===== src/rtl/tick_gen.sv =====
// Run-control and clock-enable generator for the mod-8 counter chain.
// Conditions run/step buttons, prescales clk into enable pulses, halts on terminal count.
module tick_gen #(
  parameter int DIV       = 100_000_000,
  parameter int DB_CYCLES = 1_000_000
) (
  input  logic clk,
  input  logic rst,
  input  logic btn_run,
  input  logic btn_step,
  input  logic auto_stop,
  input  logic tc_in,
  output logic en_out,
  output logic running,
  output logic halted
);

  localparam int DIV_W = (DIV > 1) ? $clog2(DIV) : 1;
  localparam int DB_W  = (DB_CYCLES > 1) ? $clog2(DB_CYCLES) : 1;
  localparam logic [DIV_W-1:0] DIV_LAST = DIV_W'(DIV - 1);
  localparam logic [DB_W-1:0]  DB_LAST  = DB_W'(DB_CYCLES - 1);

  typedef enum logic [1:0] {
    IDLE = 2'd0,
    RUN  = 2'd1,
    HALT = 2'd2
  } state_e;

  // Button conditioning; index 0 = run, index 1 = step.
  logic [1:0]      btn_raw;
  logic [1:0]      sync1_q, sync1_d;
  logic [1:0]      sync2_q, sync2_d;
  logic [1:0]      level_q, level_d;
  logic [1:0]      press_q, press_d;
  logic [DB_W-1:0] db_cnt_q [2];
  logic [DB_W-1:0] db_cnt_d [2];

  logic press_run;
  logic press_step;

  state_e           state_q, state_d;
  logic [DIV_W-1:0] div_cnt_q, div_cnt_d;
  logic             en_q, en_d;
  logic             running_q, running_d;
  logic             halted_q, halted_d;
  logic             halt_cond;

  assign btn_raw = {btn_step, btn_run};

  always_comb begin
    sync1_d  = btn_raw;
    sync2_d  = sync1_q;
    level_d  = level_q;
    press_d  = '0;
    db_cnt_d = '{default: '0};
    for (int unsigned i = 0; i < 2; i++) begin
      if (sync2_q[i] != level_q[i]) begin
        if (db_cnt_q[i] == DB_LAST) begin
          level_d[i] = ~level_q[i];
          // Only a 0->1 flip of the debounced level is a press.
          press_d[i] = ~level_q[i];
        end else begin
          db_cnt_d[i] = db_cnt_q[i] + 1'b1;
        end
      end
    end
  end

  always_ff @(posedge clk or posedge rst) begin
    if (rst) begin
      sync1_q  <= '0;
      sync2_q  <= '0;
      level_q  <= '0;
      press_q  <= '0;
      db_cnt_q <= '{default: '0};
    end else begin
      sync1_q  <= sync1_d;
      sync2_q  <= sync2_d;
      level_q  <= level_d;
      press_q  <= press_d;
      db_cnt_q <= db_cnt_d;
    end
  end

  assign press_run  = press_q[0];
  assign press_step = press_q[1];

  // tc_in is only meaningful during a cycle that carries an enable pulse.
  assign halt_cond = auto_stop & tc_in & en_q;

  always_comb begin
    state_d   = state_q;
    div_cnt_d = div_cnt_q;
    en_d      = 1'b0;
    case (state_q)
      IDLE: begin
        if (press_run) begin
          state_d = RUN;
        end else if (press_step) begin
          en_d = 1'b1;
        end
      end
      RUN: begin
        if (halt_cond) begin
          state_d = HALT;
        end else if (press_run) begin
          state_d = IDLE;
        end else if (div_cnt_q == DIV_LAST) begin
          div_cnt_d = '0;
          en_d      = 1'b1;
        end else begin
          div_cnt_d = div_cnt_q + 1'b1;
        end
      end
      HALT: begin
        if (press_run) begin
          state_d   = RUN;
          div_cnt_d = '0;
        end else if (press_step) begin
          state_d = IDLE;
        end
      end
      default: begin
        state_d = IDLE;
      end
    endcase
    running_d = (state_d == RUN);
    halted_d  = (state_d == HALT);
  end

  always_ff @(posedge clk or posedge rst) begin
    if (rst) begin
      state_q   <= IDLE;
      div_cnt_q <= '0;
      en_q      <= 1'b0;
      running_q <= 1'b0;
      halted_q  <= 1'b0;
    end else begin
      state_q   <= state_d;
      div_cnt_q <= div_cnt_d;
      en_q      <= en_d;
      running_q <= running_d;
      halted_q  <= halted_d;
    end
  end

  assign en_out  = en_q;
  assign running = running_q;
  assign halted  = halted_q;

endmodule


===== config.mk =====
export PLATFORM = sky130hd
export DESIGN_NAME = tick_gen
export DESIGN_NICKNAME = d
export VERILOG_FILES = /design/src/rtl/tick_gen.sv
export SDC_FILE = /design/constraint.sdc
export NUM_CORES = 1
export LEC_CHECK = 0
export CAP_MARGIN = 10
export CORE_ASPECT_RATIO = 1.75
export CORE_MARGIN = 2
export CORE_UTILIZATION = 60
export DETAILED_ROUTE_END_ITERATION = 6
export DONT_BUFFER_PORTS = 1
export MAX_ROUTING_LAYER = met4
export PLACE_DENSITY = 0.73
export SLEW_MARGIN = 20
export SYNTH_ARGS = -nofsm -noshare
export SYNTH_HDL_FRONTEND = slang
export SYNTH_SLANG_ARGS = --single-unit

===== constraint.sdc =====
create_clock -name clk -period 2.5 [get_ports clk]
set_input_delay 0.25 -clock clk [delete_from_list [all_inputs] [get_ports clk]]
set_output_delay 0.25 -clock clk [all_outputs]
set_load 0.01 [all_outputs]

==> flow_metrics.env, run 1 <==
export IMPL_status="finished clean"
export IMPL_synth_cells=383
export IMPL_post_cts_setup_buffers=0
export IMPL_grt_max_degree=45
export IMPL_fin_tns_setup_ps=0
export IMPL_final_cell_area_um2=4220
export IMPL_synth_cell_types=43
export IMPL_switchingPower_mw=0.532
export IMPL_yosys_area_top_type_share_pct=51.8
export IMPL_routedWlPerCell_um=15.2
export IMPL_placementRows=38
export IMPL_finalMaxSlewViolations=0
export IMPL_wl_um=7280
export IMPL_dpl_hpwl_um=5020
export IMPL_skew_ps=11.6
export IMPL_cts_repair_resize_count=0
export IMPL_clock_sinks=80
export IMPL_path_buf_inv=0
export IMPL_maxCapViolCount=0
export IMPL_cp_slowest_cell="o31a_2"
export IMPL_p_int_mw=1.88
export IMPL_vias_per_cell=5.91
export IMPL_nets=404
export IMPL_seq_area_frac_synth_pct=51.8
export IMPL_grt_pass1_vias=2786
export IMPL_post_route_period_util_pct=81.6
export IMPL_grt_pass1_wl_um=12500
export IMPL_powerDensity_nw_per_um2=572
export IMPL_path_delay_family="simple AND/OR/NAND/NOR gates"
export IMPL_yosys_warnings=0
export IMPL_core_um2=6230
export IMPL_drt_iter0_drc=218
export IMPL_path_cells="ha_1 > nand3_1 > or2_1 > o31a_2 > nand2_1 > o311ai_0"
export IMPL_clk_latency_ps=370
export IMPL_layout_min_cycle_time_ps=2040
export IMPL_cts_max_path_buffers=2
export IMPL_ir_drop_v=0.000546
export IMPL_cp_max_fo=6
export IMPL_vias=2837
export IMPL_dp_cells=461
export IMPL_final_cells=480
export IMPL_clockRootBuffer="clkbuf_8"
export IMPL_diodes=0
export IMPL_worst_slew_pin_slew_ps=732
export IMPL_p_seq_share_pct=54.5
export IMPL_ys_seq_elements=80
export IMPL_dp_slack_ps=477
export IMPL_combPwrFrac_pct=2.4
export IMPL_setup_slack_ps=460
export IMPL_gp_congestion=0.940
export IMPL_max_freq_mhz=490
export IMPL_worstPathRequired_ps=2730
export IMPL_synth_area_um2=3870
export IMPL_cts_buffers=9
export IMPL_grtUsageTotal_pct=23.9
export IMPL_synth_top_cells_by_count="80 x dfrtp_1, 68 x nor2_1, 35 x nand3_1, 33 x xor2_1, 27 x nand2_1"
export IMPL_rsz0062_at_grt="false"
export IMPL_synthTopCellsByArea="dfrtp_1 52%, xor2_1 7.5%, nor2_1 6.6%"
export IMPL_clockPowerShare_pct=43.1
export IMPL_drc=0
export IMPL_synth_ff_type="dfrtp_1"
export IMPL_synth_area_leader_cell="dfrtp_1"
export IMPL_async_flop_share_pct=100
export IMPL_endpoint_kind="flop"
export IMPL_antenna_found_initial=0
export IMPL_ios=9
export IMPL_avgSynthCellArea_um2=10.1
export IMPL_worst_setup_path_start_kind="flop"
export IMPL_fp_dieW_um=64.7
export IMPL_drt_pass1_iterations=4
export IMPL_floorplan_initialDensity_pct=62.1
export IMPL_cts_tree="built"
export IMPL_cts_hold_buf=3
export IMPL_syn_to_final_growth_pct=9.03
export IMPL_h_tree_depth=3
export IMPL_numPortBuffers=0
export IMPL_setup_violations_final=0
export IMPL_syn_nets=392
export IMPL_slew_headroom_pct=51.1
export IMPL_drive_above_1_share_pct=9.25
export IMPL_arrival_ps=2270
export IMPL_critical_path_class="flop to flop"
export IMPL_dieHeight_um=110
export IMPL_max_stage_delay_ps=420
export IMPL_finalHoldViolCount=0
export IMPL_dieArea_um2=7130
export IMPL_grt_overflow=0
export IMPL_hold_class="input port to flop"
export IMPL_leakagePower_nw=1.88
export IMPL_switching_share_pct=22.0
export IMPL_place_area_um2=3970
export IMPL_synth_edff_count=0
export IMPL_clk_pin_slew_ps=90
export IMPL_yosys_cell_count_top_type="dfrtp_1"
export IMPL_postRouteAntennaNets=0
## metrics by stage
stage / total power [mW] / hold slack (ps) / utilization (%)
finish: 2.41 / 290 / 67.7
global placement: 1.40 / 280 / 63.7
CTS: 2.44 / 279 / 67.7
detailed placement: 1.40 / 279 / 63.7
global route: 2.51 / 325 / 67.7
floorplan: 1.38 / 281 / -
## state kept, by name (all words and copies together) (netlist names)
| name | cells |
|---|---|
| db_cnt_q | 40 |
| div_cnt_q | 27 |
| en_out | 1 |
| halted | 1 |
| level_q | 2 |
| press_q | 2 |
| running | 1 |
| state_q | 2 |
| sync1_q | 2 |
| sync2_q | 2 |
## tightest hold or removal path, stage by stage
cell and delay, ps:
nand3_1 160, nand3_1 120, o21ai_0 90
## final timing paths
| path | startpoint | end | slack (ps) | cells after the start |
|---|---|---|---|---|
| min in group asynchronous | rst | db_cnt_q[38] | 450 | 2 |
| max reg2reg | div_cnt_q[0] | div_cnt_q[9] | 460 | 6 |
| min reg2reg | sync1_q[1] | sync2_q[1] | 350 | 0 |
| max | div_cnt_q[0] | div_cnt_q[9] | 460 | 6 |
| max in group asynchronous | rst | db_cnt_q[6] | 1310 | 3 |
| min | tc_in | running | 290 | 3 |
## area by class of cell
type                            instances  area (µm²)
Fill cell                             497        2010
Inverter                                6        23.8
Clock inverter                          7        96.3
Sequential cell                        80        2000
Clock buffer                            9         124
Timing Repair Buffer                   10        82.6
Multi-Input combinational cell        288        1790
Tap cell                               80         100
## cell families after synthesis
group / count (synthesis) / synth area share (%)
compound gates: 19 / 3.53
xor+xnor: 55 / 12.5
fa+ha+maj: 3 / 0.971
buf+inv: 15 / 2.01
flops: 80 / 51.8
mux: 2 / 0.679
simple gates: 209 / 28.6
## metal layers
layer	GRT usage [%]	vias up	part of all wire, %
met5	-	-	0
met4	14.3	0	3.4
met3	4.97	27	2.7
met2	40.7	61	54
met1	25.4	1395	40
li1	-	1354	-
## power groups by stage
stage,logic (mW),registers [mW],clock network [mW]
after floorplan,0.0431,1.34,0
after global placement,0.0561,1.34,0
after detailed placement,0.0568,1.34,0
after CTS,0.0607,1.31,1.07
after global routing,0.0686,1.32,1.12
final,0.0578,1.31,1.04
## cell usage in the layout, fill, tap and decap left out, types with 3 or more instances in the layout
cell type and n:
a21oi_1 3, and3_1 11, and4_1 5, buf_4 7, clkbuf_8 9, clkinvlp_4 3
dfrtp_1 80, dlygate4sd3_1 3, ha_1 3, inv_1 5, nand2_1 27, nand2b_1 4
nand3_1 35, nand4_1 19, nor2_1 68, nor2b_1 3, nor3_1 8, nor3b_1 4
nor4_1 4, nor4_2 4, o21ai_0 6, o311ai_0 3, o31ai_1 3, xnor2_1 22
xor2_1 33
(Power assumes the default switching activity.)
==> run 2: changes to the inputs <==
--- a/config.mk
+++ b/config.mk
@@ -8,11 +8,11 @@
 export CAP_MARGIN = 10
 export CORE_ASPECT_RATIO = 1.75
 export CORE_MARGIN = 2
-export CORE_UTILIZATION = 60
+export CORE_UTILIZATION = 57
 export DETAILED_ROUTE_END_ITERATION = 6
 export DONT_BUFFER_PORTS = 1
 export MAX_ROUTING_LAYER = met4
-export PLACE_DENSITY = 0.73
+export PLACE_DENSITY = 0.72
 export SLEW_MARGIN = 20
 export SYNTH_ARGS = -nofsm -noshare
 export SYNTH_HDL_FRONTEND = slang
==> constraint.sdc (replaced) <==
create_clock -name clk -period 1.7 [get_ports clk]
set_input_delay 0.17 -clock clk [delete_from_list [all_inputs] [get_ports clk]]
set_output_delay 0.17 -clock clk [all_outputs]
set_load 0.01 [all_outputs]
==> flow_metrics.env, run 2 (same netlist as run 1, synthesis figures left out) <==
export IMPL_status="finished with violations"
export IMPL_violations="setup timing"
export IMPL_gp_congestion=0.891
export IMPL_fp_dieW_um=66.3
export IMPL_vias=3203
export IMPL_r2r_end="level_q[0]"
export IMPL_cts_buffers=9
export IMPL_cts_tree="built"
export IMPL_path_buf_inv=0
export IMPL_placementRows=39
export IMPL_endpoint_kind="flop"
export IMPL_grt_pass1_wl_um=14900
export IMPL_maxCapViolCount=0
export IMPL_fin_tns_setup_ps=-91.3
export IMPL_clockRootBuffer="clkbuf_16"
export IMPL_top_regs="db_cnt_q (40), div_cnt_q (27)"
export IMPL_ios=9
export IMPL_arrival_ps=1980
export IMPL_nets=470
export IMPL_h_tree_depth=3
export IMPL_worstPathRequired_ps=1930
export IMPL_drt_iter0_drc=241
export IMPL_max_stage_delay_ps=510
export IMPL_cp_slowest_cell="or4_4"
export IMPL_clk_latency_ps=340
export IMPL_wl_um=9320
export IMPL_grt_overflow=0
export IMPL_path_delay_family="simple AND/OR/NAND/NOR gates"
export IMPL_routedWlPerCell_um=17.0
export IMPL_post_route_period_util_pct=103
export IMPL_numPortBuffers=0
export IMPL_worst_slew_pin_slew_ps=621
export IMPL_layout_commonest_cell="dfrtp_1"
export IMPL_final_cell_mix="77 x dfrtp_1, 61 x nor2_1, 60 x buf_4"
export IMPL_drc=0
export IMPL_path_cells="nor4_2 > nand2_1 > or4_4 > mux2_4"
export IMPL_powerDensity_nw_per_um2=820
export IMPL_rrSetupSlack_ps=-60
export IMPL_holdPathEnd="state_q[0]"
export IMPL_worst_setup_path_start_kind="flop"
export IMPL_grt_pass1_vias=3264
export IMPL_grtUsageTotal_pct=27.2
export IMPL_drive_above_1_share_pct=29.2
export IMPL_rsz0062_at_grt="true"
export IMPL_core_um2=6540
export IMPL_grt_max_degree=81
export IMPL_syn_to_final_growth_pct=33.0
export IMPL_critical_path_class="flop to flop"
export IMPL_layout_min_cycle_time_ps=1760
export IMPL_drt_pass1_iterations=4
export IMPL_slew_headroom_pct=58.4
export IMPL_vias_per_cell=5.84
export IMPL_postRouteAntennaNets=0
export IMPL_r2r_cells=4
export IMPL_cp_max_fo=5
export IMPL_fillCellCount=431
export IMPL_clk_pin_slew_ps=60
export IMPL_antenna_found_initial=0
export IMPL_reg2reg_from="db_cnt_q[30]"
export IMPL_clock_sinks=80
export IMPL_final_cells=548
export IMPL_floorplan_initialDensity_pct=59.1
export IMPL_diodes=0
export IMPL_finalMaxSlewViolations=0
export IMPL_hold_depth=4
export IMPL_cts_max_path_buffers=2
export IMPL_dieArea_um2=7490
export IMPL_max_freq_mhz=569
export IMPL_dieHeight_um=113
export IMPL_fin_util_pct=78.6
export IMPL_hold_class="input port to flop"
export IMPL_dpl_hpwl_um=5370
export IMPL_skew_ps=4.71
export IMPL_total_power_mw=4.22
export IMPL_min_from="tc_in"
export IMPL_dp_slack_ps=-90.1
export IMPL_setup_slack_ps=-56.9
export IMPL_largest_register="db_cnt_q"
export IMPL_dp_cells=512
export IMPL_multi_input_area_um2=2060
export IMPL_finalHoldViolCount=0
export IMPL_ir_drop_v=0.000753
export IMPL_layout_area_seq_um2=2010
export IMPL_setup_violations_final=4
export IMPL_largest_reg_flops=40
export IMPL_startpoint="db_cnt_q[30]"
export IMPL_leakagePower_nw=2.38
-- run 2: layer usage --
metal | up-vias | wire (µm) | global-route usage, %
met1 | 1613 | 3550 | 29.6
met4 | 0 | 312 | 15.8
li1 | 1500 | - | -
met2 | 65 | 5220 | 46.7
met3 | 25 | 234 | 2.78
met5 | - | 0 | -
-- run 2: worst register-to-register path: stages (launching register included) --
cell and delay (ps):
dfrtp_1 390, nor4_2 310, nand2_1 100, or4_4 510
mux2_4 330
-- run 2: stage by stage --
stage	hold slack [ps]	instance area [µm²]
floorplan	201	3920
global placement	192	4430
detailed placement	193	4430
CTS	312	4920
global route	365	5140
finish	315	5140
-- run 2: final cells by class --
| type | instances | area share (%) |
|---|---|---|
| inverters | 6 | 0.511 |
| well taps | 82 | 2.00 |
| clock buffers | 14 | 5.33 |
| repair buffers | 72 | 12.0 |
| multi-input cells | 292 | 40.0 |
| clock inverters | 2 | 1.17 |
| flip-flops and latches | 80 | 39.0 |
-- run 2: what timing repair did --
item | in CTS | in global routing
hold buffers | 3 | 0
gates cloned | 2 | 2
hold endpoints to repair | 82 | 0
pin swaps | 21 | 32
resized for setup | 15 | 34
buffers inserted | 5 | 8
endpoints found under the setup margin | 61 | 64
-- run 2: power breakdown --
part | internal, mW | leakage (nW) | switching (mW) | total, mW
clock | 1.41 | 0.163 | 0.748 | 2.16
combinational | 0.0465 | 1.14 | 0.0786 | 0.125
sequential | 1.92 | 1.08 | 0.0154 | 1.94
total | 3.37 | 2.38 | 0.842 | 4.22
-- run 2: worst max-delay path by stage --
stage,endpoint,slack [ps],cells past startpoint
after floorplan,level_q[0],6,4
after CTS,level_q[0],-40,4
after global placement,div_cnt_q[16],-30,5
after global routing,div_cnt_q[23],-130,7
final,level_q[0],-60,4
after detailed placement,db_cnt_q[18],-90,6
==> run 3: changes to the inputs <==
--- a/config.mk
+++ b/config.mk
@@ -8,11 +8,12 @@
 export CAP_MARGIN = 10
 export CORE_ASPECT_RATIO = 1.75
 export CORE_MARGIN = 2
-export CORE_UTILIZATION = 57
+export CORE_UTILIZATION = 59
+export CTS_BUF_LIST = sky130_fd_sc_hd__clkbuf_8
 export DETAILED_ROUTE_END_ITERATION = 6
 export DONT_BUFFER_PORTS = 1
 export MAX_ROUTING_LAYER = met4
-export PLACE_DENSITY = 0.72
+export PLACE_DENSITY = 0.75
 export SLEW_MARGIN = 20
 export SYNTH_ARGS = -nofsm -noshare
 export SYNTH_HDL_FRONTEND = slang
==> flow_metrics.env, run 3 (same netlist as run 1, synthesis figures left out) <==
export IMPL_status="finished with violations"
export IMPL_violations="setup timing"
export IMPL_numPortBuffers=0
export IMPL_drc=0
export IMPL_slew_headroom_pct=69.3
export IMPL_top_usage_layer="met2"
export IMPL_postRouteAntennaNets=0
export IMPL_core_um2=6440
export IMPL_endpoint_kind="flop"
export IMPL_syn_to_final_growth_pct=27.3
export IMPL_dieHeight_um=111
export IMPL_worst_setup_path_start_kind="flop"
export IMPL_arrival_ps=2040
export IMPL_cts_tree="built"
export IMPL_drive_above_1_share_pct=29.4
export IMPL_diodes=0
export IMPL_fin_tns_setup_ps=-1380
export IMPL_grt_pass1_vias=3216
export IMPL_grtUsageTotal_pct=27.0
export IMPL_wl_um=8840
export IMPL_post_route_period_util_pct=105
export IMPL_drt_iter0_drc=109
export IMPL_setup_slack_ps=-89.5
export IMPL_finalMaxSlewViolations=0
export IMPL_cp_max_fo=8
export IMPL_fp_dieW_um=65.2
export IMPL_dpl_hpwl_um=5640
export IMPL_drt_pass1_iterations=4
export IMPL_setup_violations_final=25
export IMPL_leakagePower_nw=2.26
export IMPL_dp_cells=513
export IMPL_powerDensity_nw_per_um2=709
export IMPL_skew_ps=8.45
export IMPL_layout_min_cycle_time_ps=1790
export IMPL_vias_per_cell=5.76
export IMPL_r2r_cells=5
export IMPL_nets=466
export IMPL_vias=3133
export IMPL_grtUsageMet2_pct=46.3
export IMPL_clockRootBuffer="clkbuf_8"
export IMPL_critical_path_class="flop to flop"
export IMPL_top_regs="db_cnt_q (40), div_cnt_q (27)"
export IMPL_grt_max_degree=81
export IMPL_final_cells=544
export IMPL_ir_drop_v=0.000625
export IMPL_h_tree_depth=3
export IMPL_rrSetupSlack_ps=-90
export IMPL_hold_depth=3
export IMPL_dieArea_um2=7240
export IMPL_largest_register="db_cnt_q"
export IMPL_floorplan_initialDensity_pct=60.0
export IMPL_worst_slew_pin_slew_ps=459
export IMPL_placementRows=39
export IMPL_gp_congestion=0.880
export IMPL_final_cell_mix="75 x dfrtp_1, 64 x buf_4, 63 x nor2_1"
export IMPL_clk_latency_ps=360
export IMPL_layout_commonest_cell="dfrtp_1"
export IMPL_clk_pin_slew_ps=80
export IMPL_max_freq_mhz=559
export IMPL_finalHoldViolCount=0
export IMPL_met1_usage_pct=27.3
export IMPL_grt_overflow=0
export IMPL_hold_class="input port to flop"
export IMPL_largest_reg_flops=40
export IMPL_ios=9
export IMPL_cts_buffers=9
export IMPL_whs_ps=204
export IMPL_rsz0062_at_grt="true"
export IMPL_antenna_found_initial=0
export IMPL_clock_sinks=80
export IMPL_cts_max_path_buffers=2
export IMPL_worstPathRequired_ps=1950
export IMPL_routedWlPerCell_um=16.3
export IMPL_met3_usage_pct=7.41
export IMPL_grt_pass1_wl_um=14600
export IMPL_maxCapViolCount=0
[run 3: cell count changes in the layout (fill, tap and decap cells not counted), moves of 3 or more]
cell and delta:
buf_4 +4, buf_6 -5, clkbuf_16 -9, clkbuf_8 +8, nor2_2 -3
[run 3: path summary, 6_finish.rpt]
path / end / from
min in group asynchronous: db_cnt_q[16] / rst
min reg2reg: sync2_q[0] / sync1_q[0]
min: state_q[0] / tc_in
max in group asynchronous: div_cnt_q[4] / rst
max reg2reg: div_cnt_q[3] / div_cnt_q[17]
max: div_cnt_q[3] / div_cnt_q[17]
[run 3: timing repair]
| item | 4_1_cts | 5_1_grt |
|---|---|---|
| cloned | 3 | 0 |
| setup buffers | 3 | 6 |
| hold buffers | 3 | 0 |
| setup endpoints to repair | 27 | 67 |
| gates resized for setup | 13 | 32 |
| pin swaps | 13 | 20 |
| endpoints found under the hold margin | 82 | 0 |
[run 3: where the power goes]
part	internal, mW	leakage [nW]	switching, mW
combinational	0.0489	1.08	0.0795
sequential	1.92	1.08	0.0118
clock	0.752	0.101	0.681
total	2.72	2.26	0.773
[run 3: cell type report]
class | count | area [µm²]
Inverter | 6 | 26.3
Fill cell | 436 | 1520
Tap cell | 82 | 103
Multi-Input combinational cell | 291 | 2030
Timing Repair Buffer | 69 | 551
Clock buffer | 11 | 151
Clock inverter | 5 | 55.1
Sequential cell | 80 | 2010
[run 3: stage by stage]
stage / util, % / cell area, µm² / power (mW) / setup WS (ps)
3_3_place_gp: 68.6 / 4420 / 2.07 / -75.8
2_1_floorplan: - / 3920 / 2.03 / 5.75
4_1_cts: 73.5 / 4730 / 3.51 / -55.2
6_report: 76.5 / 4920 / 3.49 / -89.5
5_1_grt: 76.5 / 4920 / 3.63 / -140
3_5_place_dp: 68.6 / 4420 / 2.08 / -130
[run 3: per-layer routing]
layer,vias to the layer above,wire (µm)
met4,0,367
met1,1543,3250
li1,1488,-
met3,34,266
met5,-,0
met2,68,4960
[run 3: critical path, cell delays in order, from the launching register on]
cell and delay (ps):
dfrtp_1 400, nor4_2 350, nand4_1 220, o31a_4 420, nor2_4 210, nor2_1 80
